### src/rtl/word_to_byte.sv
// word_to_byte: serialises one BPW-byte word into single bytes for a byte-wide
// sink such as uart_tx. Byte 0 (bits [7:0]) goes out first, so a byte-to-word
// assembler at the far end rebuilds the original word. Every byte is framed by a
// low cycle on byte_valid, so edge-detecting sinks always see a rising edge.
module word_to_byte #(
    parameter int BPW = 4
) (
    input  logic             clk,
    input  logic             rst,
    input  logic             word_valid,
    input  logic [BPW*8-1:0] word_in,
    output logic             word_ready,
    output logic [7:0]       byte_out,
    output logic             byte_valid,
    input  logic             byte_ack,
    output logic             word_done,
    output logic             busy
);

    localparam int CW = (BPW > 1) ? $clog2(BPW) : 1;
    localparam logic [CW-1:0] LAST_IDX = CW'(BPW - 1);

    typedef enum logic [1:0] {
        ST_IDLE = 2'd0,
        ST_SEND = 2'd1,
        ST_GAP  = 2'd2
    } state_t;

    state_t           state_r, state_s;
    logic [BPW*8-1:0] shreg_r, shreg_s;
    logic [CW-1:0]    cnt_r, cnt_s;
    logic [CW-1:0]    cnt_inc_s;
    logic [7:0]       byte_out_r, byte_out_s;
    logic             byte_valid_r, byte_valid_s;
    logic             word_ready_r, word_ready_s;
    logic             word_done_r, word_done_s;
    logic             busy_r, busy_s;

    // Select byte lane idx of a word; unused index values return zero.
    function automatic logic [7:0] lane(input logic [BPW*8-1:0] w, input logic [CW-1:0] idx);
        logic [7:0] res;
        res = 8'h00;
        for (int i = 0; i < BPW; i++) begin
            if (idx == i[CW-1:0]) begin
                res = w[i*8 +: 8];
            end else begin
                res = res;
            end
        end
        return res;
    endfunction

    assign cnt_inc_s = cnt_r + CW'(1);

    // Next-state and next-output logic; word_done defaults low so it pulses one cycle.
    always_comb begin
        state_s      = state_r;
        shreg_s      = shreg_r;
        cnt_s        = cnt_r;
        byte_out_s   = byte_out_r;
        byte_valid_s = byte_valid_r;
        word_ready_s = word_ready_r;
        word_done_s  = 1'b0;
        busy_s       = busy_r;
        case (state_r)
            ST_IDLE: begin
                if (word_valid && word_ready_r) begin
                    shreg_s      = word_in;
                    byte_out_s   = word_in[7:0];
                    cnt_s        = '0;
                    byte_valid_s = 1'b1;
                    word_ready_s = 1'b0;
                    busy_s       = 1'b1;
                    state_s      = ST_SEND;
                end else begin
                    state_s = ST_IDLE;
                end
            end
            ST_SEND: begin
                if (byte_ack) begin
                    byte_valid_s = 1'b0;
                    if (cnt_r == LAST_IDX) begin
                        word_done_s  = 1'b1;
                        word_ready_s = 1'b1;
                        busy_s       = 1'b0;
                        cnt_s        = '0;
                        state_s      = ST_IDLE;
                    end else begin
                        cnt_s      = cnt_inc_s;
                        byte_out_s = lane(shreg_r, cnt_inc_s);
                        state_s    = ST_GAP;
                    end
                end else begin
                    state_s = ST_SEND;
                end
            end
            ST_GAP: begin
                byte_valid_s = 1'b1;
                state_s      = ST_SEND;
            end
            default: begin
                shreg_s      = '0;
                cnt_s        = '0;
                byte_out_s   = 8'h00;
                byte_valid_s = 1'b0;
                word_ready_s = 1'b1;
                busy_s       = 1'b0;
                state_s      = ST_IDLE;
            end
        endcase
    end

    // State and output registers with synchronous reset; a reset mid-word abandons it.
    always_ff @(posedge clk) begin
        if (rst) begin
            state_r      <= ST_IDLE;
            shreg_r      <= '0;
            cnt_r        <= '0;
            byte_out_r   <= 8'h00;
            byte_valid_r <= 1'b0;
            word_ready_r <= 1'b1;
            word_done_r  <= 1'b0;
            busy_r       <= 1'b0;
        end else begin
            state_r      <= state_s;
            shreg_r      <= shreg_s;
            cnt_r        <= cnt_s;
            byte_out_r   <= byte_out_s;
            byte_valid_r <= byte_valid_s;
            word_ready_r <= word_ready_s;
            word_done_r  <= word_done_s;
            busy_r       <= busy_s;
        end
    end

    assign word_ready = word_ready_r;
    assign byte_out   = byte_out_r;
    assign byte_valid = byte_valid_r;
    assign word_done  = word_done_r;
    assign busy       = busy_r;

endmodule

### config.mk
export PLATFORM = sky130hd
export DESIGN_NAME = word_to_byte
export DESIGN_NICKNAME = d
export VERILOG_FILES = /design/src/rtl/word_to_byte.sv
export SDC_FILE = /design/constraint.sdc
export NUM_CORES = 1
export LEC_CHECK = 0
export CAP_MARGIN = 20
export CORE_MARGIN = 1.5
export CORE_UTILIZATION = 45
export CTS_BUF_LIST = sky130_fd_sc_hd__clkbuf_16
export DETAILED_ROUTE_END_ITERATION = 16
export PLACE_DENSITY_LB_ADDON = 0.1
export SYNTH_ARGS = -nofsm -noshare
export SYNTH_HDL_FRONTEND = slang
export SYNTH_SLANG_ARGS = --single-unit
### constraint.sdc
create_clock -name clk -period 4.4 [get_ports clk]
set_clock_uncertainty 0.1 [all_clocks]
set_input_delay 0.66 -clock clk [delete_from_list [all_inputs] [get_ports clk]]
set_output_delay 0.66 -clock clk [all_outputs]
set_load 0.02 [all_outputs]
After elaboration in Yosys (flattened, before gate mapping)
Cells that the tools add are included.

Output and inout bits: 12. Register bits after elaboration: 48. Word-level logic and storage cells: 62. Bits of input ports: 36.

Add/sub/neg operators: 1. Muxes and demuxes: 29. Bitwise logic cells: 4. Reduce and logical (&&, ||, !) cells: 10. Equal/unequal tests: 10.

Operators by type and width (count): $pmux W32 S2 (1); $mux W8 (7); $mux W32 (1); $pmux W8 S3 (1); $pmux W2 S3 (2); $mux W2 (5); $mux W1 (9); $pmux W1 S3 (3); $eq A2 B2 Y1 const B (4); $ne A2 B2 Y1 const B (4); $reduce_and A4 Y1 (2); $eq A2 B1 Y1 const B (2); $logic_not A2 Y1 (2); $not A1 Y1 (4); $reduce_and A2 Y1 (2); $reduce_and A3 Y1 (1); $reduce_or A3 Y1 (1); $add A2 B1 Y2 const B (1); $reduce_or A2 Y1 (1); $logic_and A1 B1 Y1 (1).

Logic depth before layout (Yosys ltp)
Gate-level depths: netlist of the first run.

Depth after elaboration: 9. Depth in mapped cells: 7. Mapped depth without buffers: 5.

Worst setup path after synthesis of the first run
No wires, ideal clock.

Kind: register -> register. Start: register cnt_r[0]. End: register byte_out_r[0], in the netlist byte_out[0]. Path slack: 2.685 ns. Path buffers: 2. Data required time: 4.209 ns. Arrival: 1.524 ns. Clock period less this slack: 1.715 ns. Setup time: 0.091 ns. Stages on the path, launching flop included: 8. Cell sequence: dfxtp_1 -> inv_1 -> ha_1 -> buf_6 -> nand2b_1 -> buf_6 -> a221o_1 -> a311oi_1.

Word-level cells in the longest chain between the ends: 9. Elaborated cells between the ends (all ways): 15. Classes of those cells: add/sub (1); eq/ne (5); mux (7); reduce/logical (2).

Ends and longest elaborated chain: from (decl) (RTL line 31) `logic [CW-1:0] cnt_r, cnt_s;`; from (signal assigned) (RTL line 127) `cnt_r <= cnt_s;`; $add A2 B1 Y2 (RTL line 53) `assign cnt_inc_s = cnt_r + CW'(1);`; $logic_not A2 Y1 (RTL line 44) `if (idx == i[CW-1:0]) begin`; $mux W8 (4 in series) (RTL line 44); $mux W8 (RTL line 82) `if (cnt_r == LAST_IDX) begin`; $mux W8 (RTL line 80) `if (byte_ack) begin`; $pmux W8 S3 (RTL line 65) `case (state_r)`; to (signal assigned) (RTL line 128) `byte_out_r <= byte_out_s;`; to (decl) (RTL line 33) `logic [7:0] byte_out_r, byte_out_s;`.

Parallel ways exist; a longest one is shown, timed or not. The select of a mux whose other input is x is not followed. A chain may end at the register's enable or synchronous reset.

Worst setup path in the final report of the first run
Start: register state_r[0]. End: register shreg_r[22].

Word-level cells in the longest chain between the ends: 4. Elaborated cells between the ends (all ways): 8. Classes of those cells: eq/ne (3); mux (1); bitwise (1); reduce/logical (3).

Ends and longest elaborated chain: from (decl) (RTL line 29) `state_t state_r, state_s;`; from (signal assigned) (RTL line 125) `state_r <= state_s;`; $eq A2 B1 Y1 or $eq A2 B2 Y1 (tied branches) (RTL line 65); $reduce_or A2 Y1 (no line); $not A1 Y1 (no line); $reduce_and A2 Y1 (no line); to (signal assigned) (RTL line 126) `shreg_r <= shreg_s;`; to (decl) (RTL line 30) `logic [BPW*8-1:0] shreg_r, shreg_s;`.

Parallel ways exist; a longest one is shown, timed or not.

==> results of run 1 <==
-- registers in the layout, summed over array words and instances (netlist names) --
name / flops
busy: 1
byte_out: 8
byte_valid: 1
cnt_r: 2
shreg_r: 32
state_r: 2
word_done: 1
word_ready: 1
-- cells in the mapped netlist (4+ instances only) --
cell type	n	area [sq um]
nand2_1	34	128
clkbuf_1	14	52.6
a32oi_1	8	70.1
buf_2	6	30.0
inv_1	13	48.8
a221o_1	8	80.1
dfxtp_1	48	961
nand3b_1	8	60.1
nand2b_1	4	25.0
a41oi_1	8	70.1
a311oi_1	9	78.8
o21ai_0	31	155
a21oi_1	43	215
ha_1	9	113
-- cell families after synthesis --
group                    count (synthesis)  share of synthesized area [%]
flip-flops                              48                           41.8
AO/OA/AOI/OAI                          112                           30.9
buffers and inverters                   40                           8.01
multiplexers                             2                          0.926
adder cells (fa/ha/maj)                  9                           4.90
AND/OR/NAND/NOR                         61                           13.4
-- through the flow --
stage / util [%] / setup WS (ns) / hold slack [ns] / instances
4_1_cts: 59.7 / 2.10 / 0.376 / 369
2_1_floorplan: - / 2.68 / 0.354 / 272
3_3_place_gp: 56.9 / 2.02 / 0.364 / 362
5_1_grt: 59.7 / 1.96 / 0.412 / 369
3_5_place_dp: 56.9 / 2.02 / 0.367 / 362
6_report: 59.7 / 2.14 / 0.377 / 369
-- tightest hold or removal path: cells and delay by family, from the launching register on --
kind | cells | cell delay [ns]
compound gates | 2 | 0.12
flops | 1 | 0.31
-- layer usage --
| layer | share of wire [%] | track usage (%) |
|---|---|---|
| met3 | 5.7 | 4.47 |
| met1 | 45 | 31.1 |
| met2 | 48 | 35.2 |
| met5 | 0 | 0 |
| met4 | 1.1 | 7.07 |
-- placed cells by master, fill, tap and decap left out, types with 2 or more instances in the layout --
cell,netlist,routed
a41oi_1,8,8
a311oi_1,9,9
dfxtp_1,48,48
nand3b_1,8,8
a221o_1,8,8
nand2_1,34,34
a21oi_1,43,43
o31ai_1,2,2
nor3_1,3,3
ha_1,9,9
nand2b_1,4,4
buf_4,3,3
clkbuf_16,0,5
a32oi_1,8,8
nor2b_1,3,3
clkdlybuf4s50_1,0,47
inv_1,13,13
nor2_1,2,2
and4_1,2,2
o21ai_0,31,31
-- final cells by class --
type | count | area share [%]
clock inverter | 2 | 0.435
clock buffer | 5 | 4.35
inverter | 13 | 1.70
tap | 67 | 2.91
multi-input combinational | 184 | 40.1
sequential | 48 | 33.4
timing repair buffer | 50 | 17.1
-- final timing paths --
check,to,slack (ns),cells after the start
worst min-delay path,shreg_r[8],0.38,2
worst min register to register,shreg_r[8],0.38,2
worst max register to register,shreg_r[22],2.14,6
worst max-delay path,shreg_r[22],2.14,6
-- report_power, final --
| part | switching [mW] | internal (mW) |
|---|---|---|
| Clock | 0.157 | 0.206 |
| Combinational | 0.203 | 0.152 |
| Sequential | 0.0364 | 0.492 |
| Total | 0.396 | 0.850 |
==> impl_metrics.csv, run 1 <==
group,metric,value,unit
outcome,outcome,"completed",
critical_path,path_max_fanout,33,
sta,setup_viol,0,
sta,slew_headroom,38.3,%
critical_path,critPathKind,"reg2reg",
logic_synthesis,async_flop_share,0,%
critical_path,cp_slowest_cell,"ha_1",
critical_path,worst_path_dominant_cell_family,"adder cells",
layout,multi_input_area,0.00115,sq mm
logic_synthesis,synth_ff_type,"dfxtp_1",
clocking,cts.sinks,48,
logic_synthesis,synth.distinct_cells,32,
global_routing,antenna_found_initial,0,
power_and_ir_drop,pwr_density_cell,433,mW/mm^2
layout,synthToLayoutAreaGrowth,25.2,%
global_routing,grt_pass1_wl,9410,um
sta,rsz0062_at_grt,"no",
drt,wirelength,5780,um
power_and_ir_drop,power,1.25,mW
floorplan,fp.dieW,74.5,um
drt,drtAntennaViolNets,0,
logic_synthesis,netlist_area,0.00230,sq mm
sta,max_freq,443,MHz
clocking,ctsHoldBuffers,0,
logic_synthesis,ys_ff_latch,48,
sta,hold_viol_final,0,
layout,postLayoutCellArea,0.00288,sq mm
critical_path,startpoint,"state_r[0]",
clocking,ctsResizeCount,0,
drt,drc_errors,0,
logic_synthesis,syn_avg_cell_area,8.45,sq um
critical_path,crit_arrival,2.31,ns
place,hpwl,3750,um
global_routing,grt-ovfl-total,0,
clocking,cts_inserted_buffers,5,
floorplan,dieArea,0.00554,sq mm
clocking,post-cts-setup-buffers,0,
drt,dr.pass1.iters,4,
clocking,cts_tree,"done",
logic_synthesis,syn_inst,272,
logic_synthesis,synth_edf_count,0,
drt,vias,2109,
place,postPlaceCellArea,0.00274,sq mm
critical_path,slowest_delay,0.89,ns
clocking,cts.path.max_buffers,2,
layout,regArea,961,sq um
critical_path,cp_data_required_time,4.45,ns
place,port_buffers,47,
sta,tns,0,ns
logic_synthesis,syn-num-nets,317,
floorplan,initial_utilization,47.7,%
critical_path,cp-end-kind,"register",
critical_path,path_cells,"inv_1 > ha_1 > and4b_1 > buf_4 > nand2_1 > a21oi_1",
sta,drv_slew,0,
floorplan,die_h,74.5,um
critical_path,rr_startpoint,"state_r[0]",
floorplan,core_area,0.00482,sq mm
layout,drive_above_1_share,3.97,%
drt,drt_iter0_drc,185,
drt,post_drt_via_cell_ratio,5.72,
critical_path,critPathBufInv,2,
floorplan,fp-row-count,25,
run,cap_violations,0,
critical_path,crit_path_start_kind,"register",
sta,min_period,2.26,ns
sta,worstMarginPinSlew,0.926,ns
power_and_ir_drop,p_leak,0.960,nW
floorplan,ios,48,
min_path,hold_class,"reg2reg",
layout,diodes,0,
logic_synthesis,synth_warnings,0,
sta,period_share,51.3,%
layout,fin_nets,347,
place,place.gp.congestion,0.819,
drt,post_drt_wl_per_cell,15.7,um
power_and_ir_drop,ir_drop,0.000202,V
global_routing,gr-usage-all-layers,22.4,%
layout,fill_cells,469,
clocking,root_buffer,"clkbuf_16",
clocking,clkTransAtPathRegs,0.06,ns
min_path,min_from,"shreg_r[8]",
logic_synthesis,ys_seq_area_share,41.8,%
global_routing,grt_pass1_vias,1935,
global_routing,grt_max_degree,49,
clocking,clock_latency,0.29,ns
clocking,cts_max_level,2,
Power figures use the tool's default switching activity.
==> inputs of run 2 (changes only) <==
==> constraint.sdc (replaced) <==
create_clock -name clk -period 2 [get_ports clk]
set_clock_uncertainty 0.1 [all_clocks]
set_input_delay 0.3 -clock clk [delete_from_list [all_inputs] [get_ports clk]]
set_output_delay 0.3 -clock clk [all_outputs]
set_load 0.02 [all_outputs]
==> impl_metrics.csv, run 2 (synthesized netlist as in run 1, its figures left out) <==
group,metric,value,unit
clocking,cts.path.max_buffers,2,
critical_path,critPathBufInv,1,
layout,largest-register,"shreg_r",
min_path,hold_class,"reg2reg",
drt,post_drt_via_cell_ratio,5.72,
global_routing,gr-usage-all-layers,23.7,%
layout,fin_nets,360,
drt,vias,2191,
power_and_ir_drop,p_seq_share,39.5,%
place,port_buffers,47,
sta,hold_viol_final,0,
power_and_ir_drop,p_comb_share,28.5,%
clocking,ctsHoldBuffers,0,
power_and_ir_drop,ir_drop,0.000509,V
clocking,cts.sinks,48,
drt,wirelength,6040,um
clocking,cts_tree,"done",
power_and_ir_drop,p_leak,1.04,nW
layout,drive_above_1_share,8.86,%
critical_path,cp.depth,5,
global_routing,grt-ovfl-total,0,
clocking,cts_inserted_buffers,5,
critical_path,rr_worst_depth,5,
run,cap_violations,0,
sta,layout_setup_ws,0.0966,ns
floorplan,initial_utilization,47.7,%
sta,drv_slew,0,
critical_path,cp_data_required_time,2.08,ns
place,pre_cts_ws,0.0956,ns
critical_path,cp-end-kind,"register",
drt,drt_iter0_drc,175,
critical_path,slowest_delay,0.45,ns
drt,dr.pass1.iters,4,
critical_path,cp_slowest_cell,"dfxtp_1",
power_and_ir_drop,p_int,2.05,mW
sta,period_share,95.2,%
global_routing,grt_pass1_vias,2087,
clocking,root_buffer,"clkbuf_16",
layout,layout_common_cells,"dfxtp_1 (48), clkdlybuf4s50_1 (47), a21oi_1 (43)",
sta,rsz0062_at_grt,"no",
sta,max_freq,525,MHz
floorplan,fp-row-count,25,
drt,drtAntennaViolNets,0,
global_routing,grt_max_degree,33,
floorplan,core_area,0.00482,sq mm
clocking,cts_max_level,2,
floorplan,die_h,74.5,um
critical_path,crit_arrival,1.99,ns
layout,fill_cells,456,
sta,holdWs,0.375,ns
critical_path,path_cells,"inv_1 > ha_1 > nand2b_1 > a221o_1 > a311oi_1",
layout,diodes,0,
floorplan,fp.dieW,74.5,um
sta,min_period,1.90,ns
drt,post_drt_wl_per_cell,15.8,um
global_routing,grt_pass1_wl,9910,um
clocking,clock_latency,0.28,ns
place,hpwl,4190,um
critical_path,crit_path_start_kind,"register",
layout,synthToLayoutAreaGrowth,31.5,%
layout,mostFrequentLayoutCell,"dfxtp_1",
floorplan,ios,48,
power_and_ir_drop,p_clk_share,32.0,%
power_and_ir_drop,swShare,30.4,%
power_and_ir_drop,pwr_density_cell,976,mW/mm^2
floorplan,dieArea,0.00554,sq mm
global_routing,antenna_found_initial,0,
power_and_ir_drop,p_sw,0.895,mW
min_path,hold_depth,2,
sta,worstMarginPinSlew,0.365,ns
critical_path,critPathKind,"reg2reg",
outcome,outcome,"completed",
power_and_ir_drop,power,2.95,mW
place,place.gp.congestion,0.871,
drt,drc_errors,0,
critical_path,worst_path_dominant_cell_family,"compound AO/OA/AOI/OAI gates",
critical_path,path_max_fanout,8,
layout,largest_reg_flops,32,
clocking,clkTransAtPathRegs,0.06,ns
clocking,post-cts-setup-buffers,0,
sta,slew_headroom,75.6,%
clocking,ctsResizeCount,0,
sta,setup_viol,0,
sta,tns,0,ns
[run 2: layout make-up]
cell class,count,area [sq um],area share (%)
Multi-Input combinational cell,184,1160,38.3
Inverter,13,48.8,1.61
Clock buffer,5,125,4.14
Tap cell,67,83.8,2.77
Timing Repair Buffer,63,603,20.0
Clock inverter,3,42.5,1.41
Sequential cell,48,961,31.8
[run 2: path summary, 6_finish.rpt]
kind | slack (ns) | start | to
max | 0.1 | cnt_r[0] | byte_out[0]
min | 0.38 | shreg_r[16] | shreg_r[16]
max reg2reg | 0.1 | cnt_r[0] | byte_out[0]
min reg2reg | 0.38 | shreg_r[16] | shreg_r[16]
[run 2: layer usage]
layer	track usage, %	part of all wire [%]	routed length (um)	vias up
li1	-	-	-	1074
met1	29.2	45	2710	1050
met2	41.5	49	2960	62
met3	5.42	5.0	299	5
met4	6.87	1.1	68	0
met5	0	0	0	-
[run 2: power groups by stage]
stage                     logic [mW]  clock network [mW]  registers (mW)
after floorplan                0.459                   0            1.22
after global placement         0.838                   0            1.18
after detailed placement       0.842                   0            1.18
after CTS                      0.847               0.961            1.16
after global routing           0.929                1.01            1.18
final                          0.841               0.943            1.16
[run 2: worst register-to-register path, stage by stage (launching register included)]
cell	delay (ns)
dfxtp_1	0.45
inv_1	0.10
ha_1	0.21
nand2b_1	0.29
a221o_1	0.35
a311oi_1	0.29
[run 2: metrics by stage]
stage,instances,instance area [sq um],util [%]
6_report,383,3020,62.7
5_1_grt,383,3020,62.7
4_1_cts,383,3020,62.6
3_5_place_dp,375,2850,59.1
3_3_place_gp,375,2850,59.1
2_1_floorplan,272,2300,-
==> inputs of run 3 (changes only) <==
--- a/config.mk
+++ b/config.mk
@@ -10,7 +10,10 @@
 export CORE_UTILIZATION = 45
 export CTS_BUF_LIST = sky130_fd_sc_hd__clkbuf_16
 export DETAILED_ROUTE_END_ITERATION = 16
+export MAX_ROUTING_LAYER = met4
 export PLACE_DENSITY_LB_ADDON = 0.1
+export REMOVE_ABC_BUFFERS = 1
+export SKIP_CTS_REPAIR_TIMING = 1
 export SYNTH_ARGS = -nofsm -noshare
 export SYNTH_HDL_FRONTEND = slang
 export SYNTH_SLANG_ARGS = --single-unit
==> impl_metrics.csv, run 3 (synthesized netlist as in run 1, its figures left out) <==
group,metric,value,unit
sta,setup_viol,0,
drt,drt_iter0_drc,142,
critical_path,critPathBufInv,1,
clocking,cts.sinks,48,
critical_path,worst_path_dominant_cell_family,"compound AO/OA/AOI/OAI gates",
floorplan,fp-row-count,25,
critical_path,cp_slowest_cell,"ha_1",
drt,highest-signal-layer,"met4",
power_and_ir_drop,p_clk_share,31.5,%
critical_path,critPathKind,"reg2reg",
clocking,cts_max_level,2,
critical_path,crit_arrival,1.93,ns
drt,dr.pass1.iters,4,
layout,final_cells,387,
power_and_ir_drop,ir_drop,0.000470,V
clocking,cts_inserted_buffers,5,
place,pre_cts_ws,0.120,ns
clocking,cts_tree,"done",
outcome,outcome,"completed",
layout,layout_common_cells,"dfxtp_1 (48), clkdlybuf4s50_1 (47), a21oi_1 (43)",
place,postPlaceCellArea,0.00288,sq mm
global_routing,antenna_found_initial,0,
sta,min_period,1.84,ns
place,hpwl,4150,um
place,post-place-cells,379,
floorplan,die_h,74.5,um
power_and_ir_drop,p_int,2.06,mW
clocking,root_buffer,"clkbuf_16",
power_and_ir_drop,p_comb_share,29.2,%
critical_path,cp-end-kind,"register",
min_path,hold_class,"reg2reg",
drt,met3_length,256,um
power_and_ir_drop,p_seq_share,39.3,%
critical_path,path_max_fanout,8,
clocking,clkTransAtPathRegs,0.06,ns
floorplan,initial_utilization,47.7,%
sta,drv_slew,0,
layout,utilization,63.3,%
place,place.gp.congestion,0.959,
critical_path,cp_data_required_time,2.09,ns
global_routing,gr-usage-all-layers,23.5,%
floorplan,ios,48,
drt,post_drt_via_cell_ratio,5.76,
global_routing,grt-ovfl-total,0,
place,port_buffers,47,
floorplan,fp.dieW,74.5,um
global_routing,grt_max_degree,33,
layout,drive_above_1_share,9.69,%
drt,wl_met2,2990,um
critical_path,path_cells,"buf_4 > ha_1 > nand3b_1 > a221o_1 > a311oi_1",
global_routing,grt_pass1_wl,9640,um
power_and_ir_drop,p_leak,1.06,nW
sta,max_freq,542,MHz
floorplan,core_area,0.00482,sq mm
layout,mostFrequentLayoutCell,"dfxtp_1",
layout,fin_nets,364,
sta,worstMarginPinSlew,0.403,ns
layout,synthToLayoutAreaGrowth,32.7,%
clocking,cts.path.max_buffers,2,
drt,post_drt_wl_per_cell,15.4,um
drt,wirelength,5960,um
layout,postLayoutCellArea,0.00305,sq mm
drt,met1Wirelength,2680,um
layout,largest-register,"shreg_r",
sta,rsz0062_at_grt,"no",
layout,diodes,0,
critical_path,crit_path_start_kind,"register",
floorplan,dieArea,0.00554,sq mm
run,cap_violations,0,
sta,hold_viol_final,0,
sta,holdWs,0.375,ns
power_and_ir_drop,swShare,30.1,%
critical_path,slowest_delay,0.40,ns
drt,drtAntennaViolNets,0,
sta,layout_setup_ws,0.156,ns
clocking,clock_latency,0.28,ns
sta,period_share,92.2,%
sta,slew_headroom,73.2,%
sta,tns,0,ns
power_and_ir_drop,pwr_density_cell,967,mW/mm^2
power_and_ir_drop,power,2.95,mW
layout,largest_reg_flops,32,
global_routing,grt_pass1_vias,2061,
drt,drc_errors,0,
drt,vias,2231,
power_and_ir_drop,p_sw,0.886,mW
run 3: power groups by stage:
stage,Combinational (mW),Clock (mW),Sequential (mW)
floorplan,0.394,0,1.22
global placement,0.848,0,1.18
detailed placement,0.859,0,1.18
CTS,0.865,0.948,1.16
global route,0.947,0.985,1.17
finish,0.862,0.928,1.16
run 3: worst paths after layout:
kind         startpoint     endpoint  slack (ns)  cells past startpoint
min          shreg_r[7]   shreg_r[7]        0.38                      2
min reg2reg  shreg_r[7]   shreg_r[7]        0.38                      2
max reg2reg    cnt_r[0]  byte_out[6]        0.16                      5
max            cnt_r[0]  byte_out[6]        0.16                      5
run 3: per-layer routing:
| metal | track usage (%) | up-vias |
|---|---|---|
| met1 | 28.3 | 1084 |
| met2 | 40.1 | 53 |
| li1 | - | 1090 |
| met4 | 5.86 | 0 |
| met5 | - | - |
| met3 | 4.74 | 4 |
run 3: cell type report:
cell class	count	area [sq um]
Fill cell	465	1770
Timing Repair Buffer	67	633
Tap cell	67	83.8
Inverter	13	48.8
Multi-Input combinational cell	184	1160
Clock buffer	5	125
Sequential cell	48	961
Clock inverter	3	38.8
run 3: tightest hold or removal path: stages (launching register included):
cell	delay, ns
dfxtp_1	0.30
o21ai_0	0.06
a21oi_1	0.06
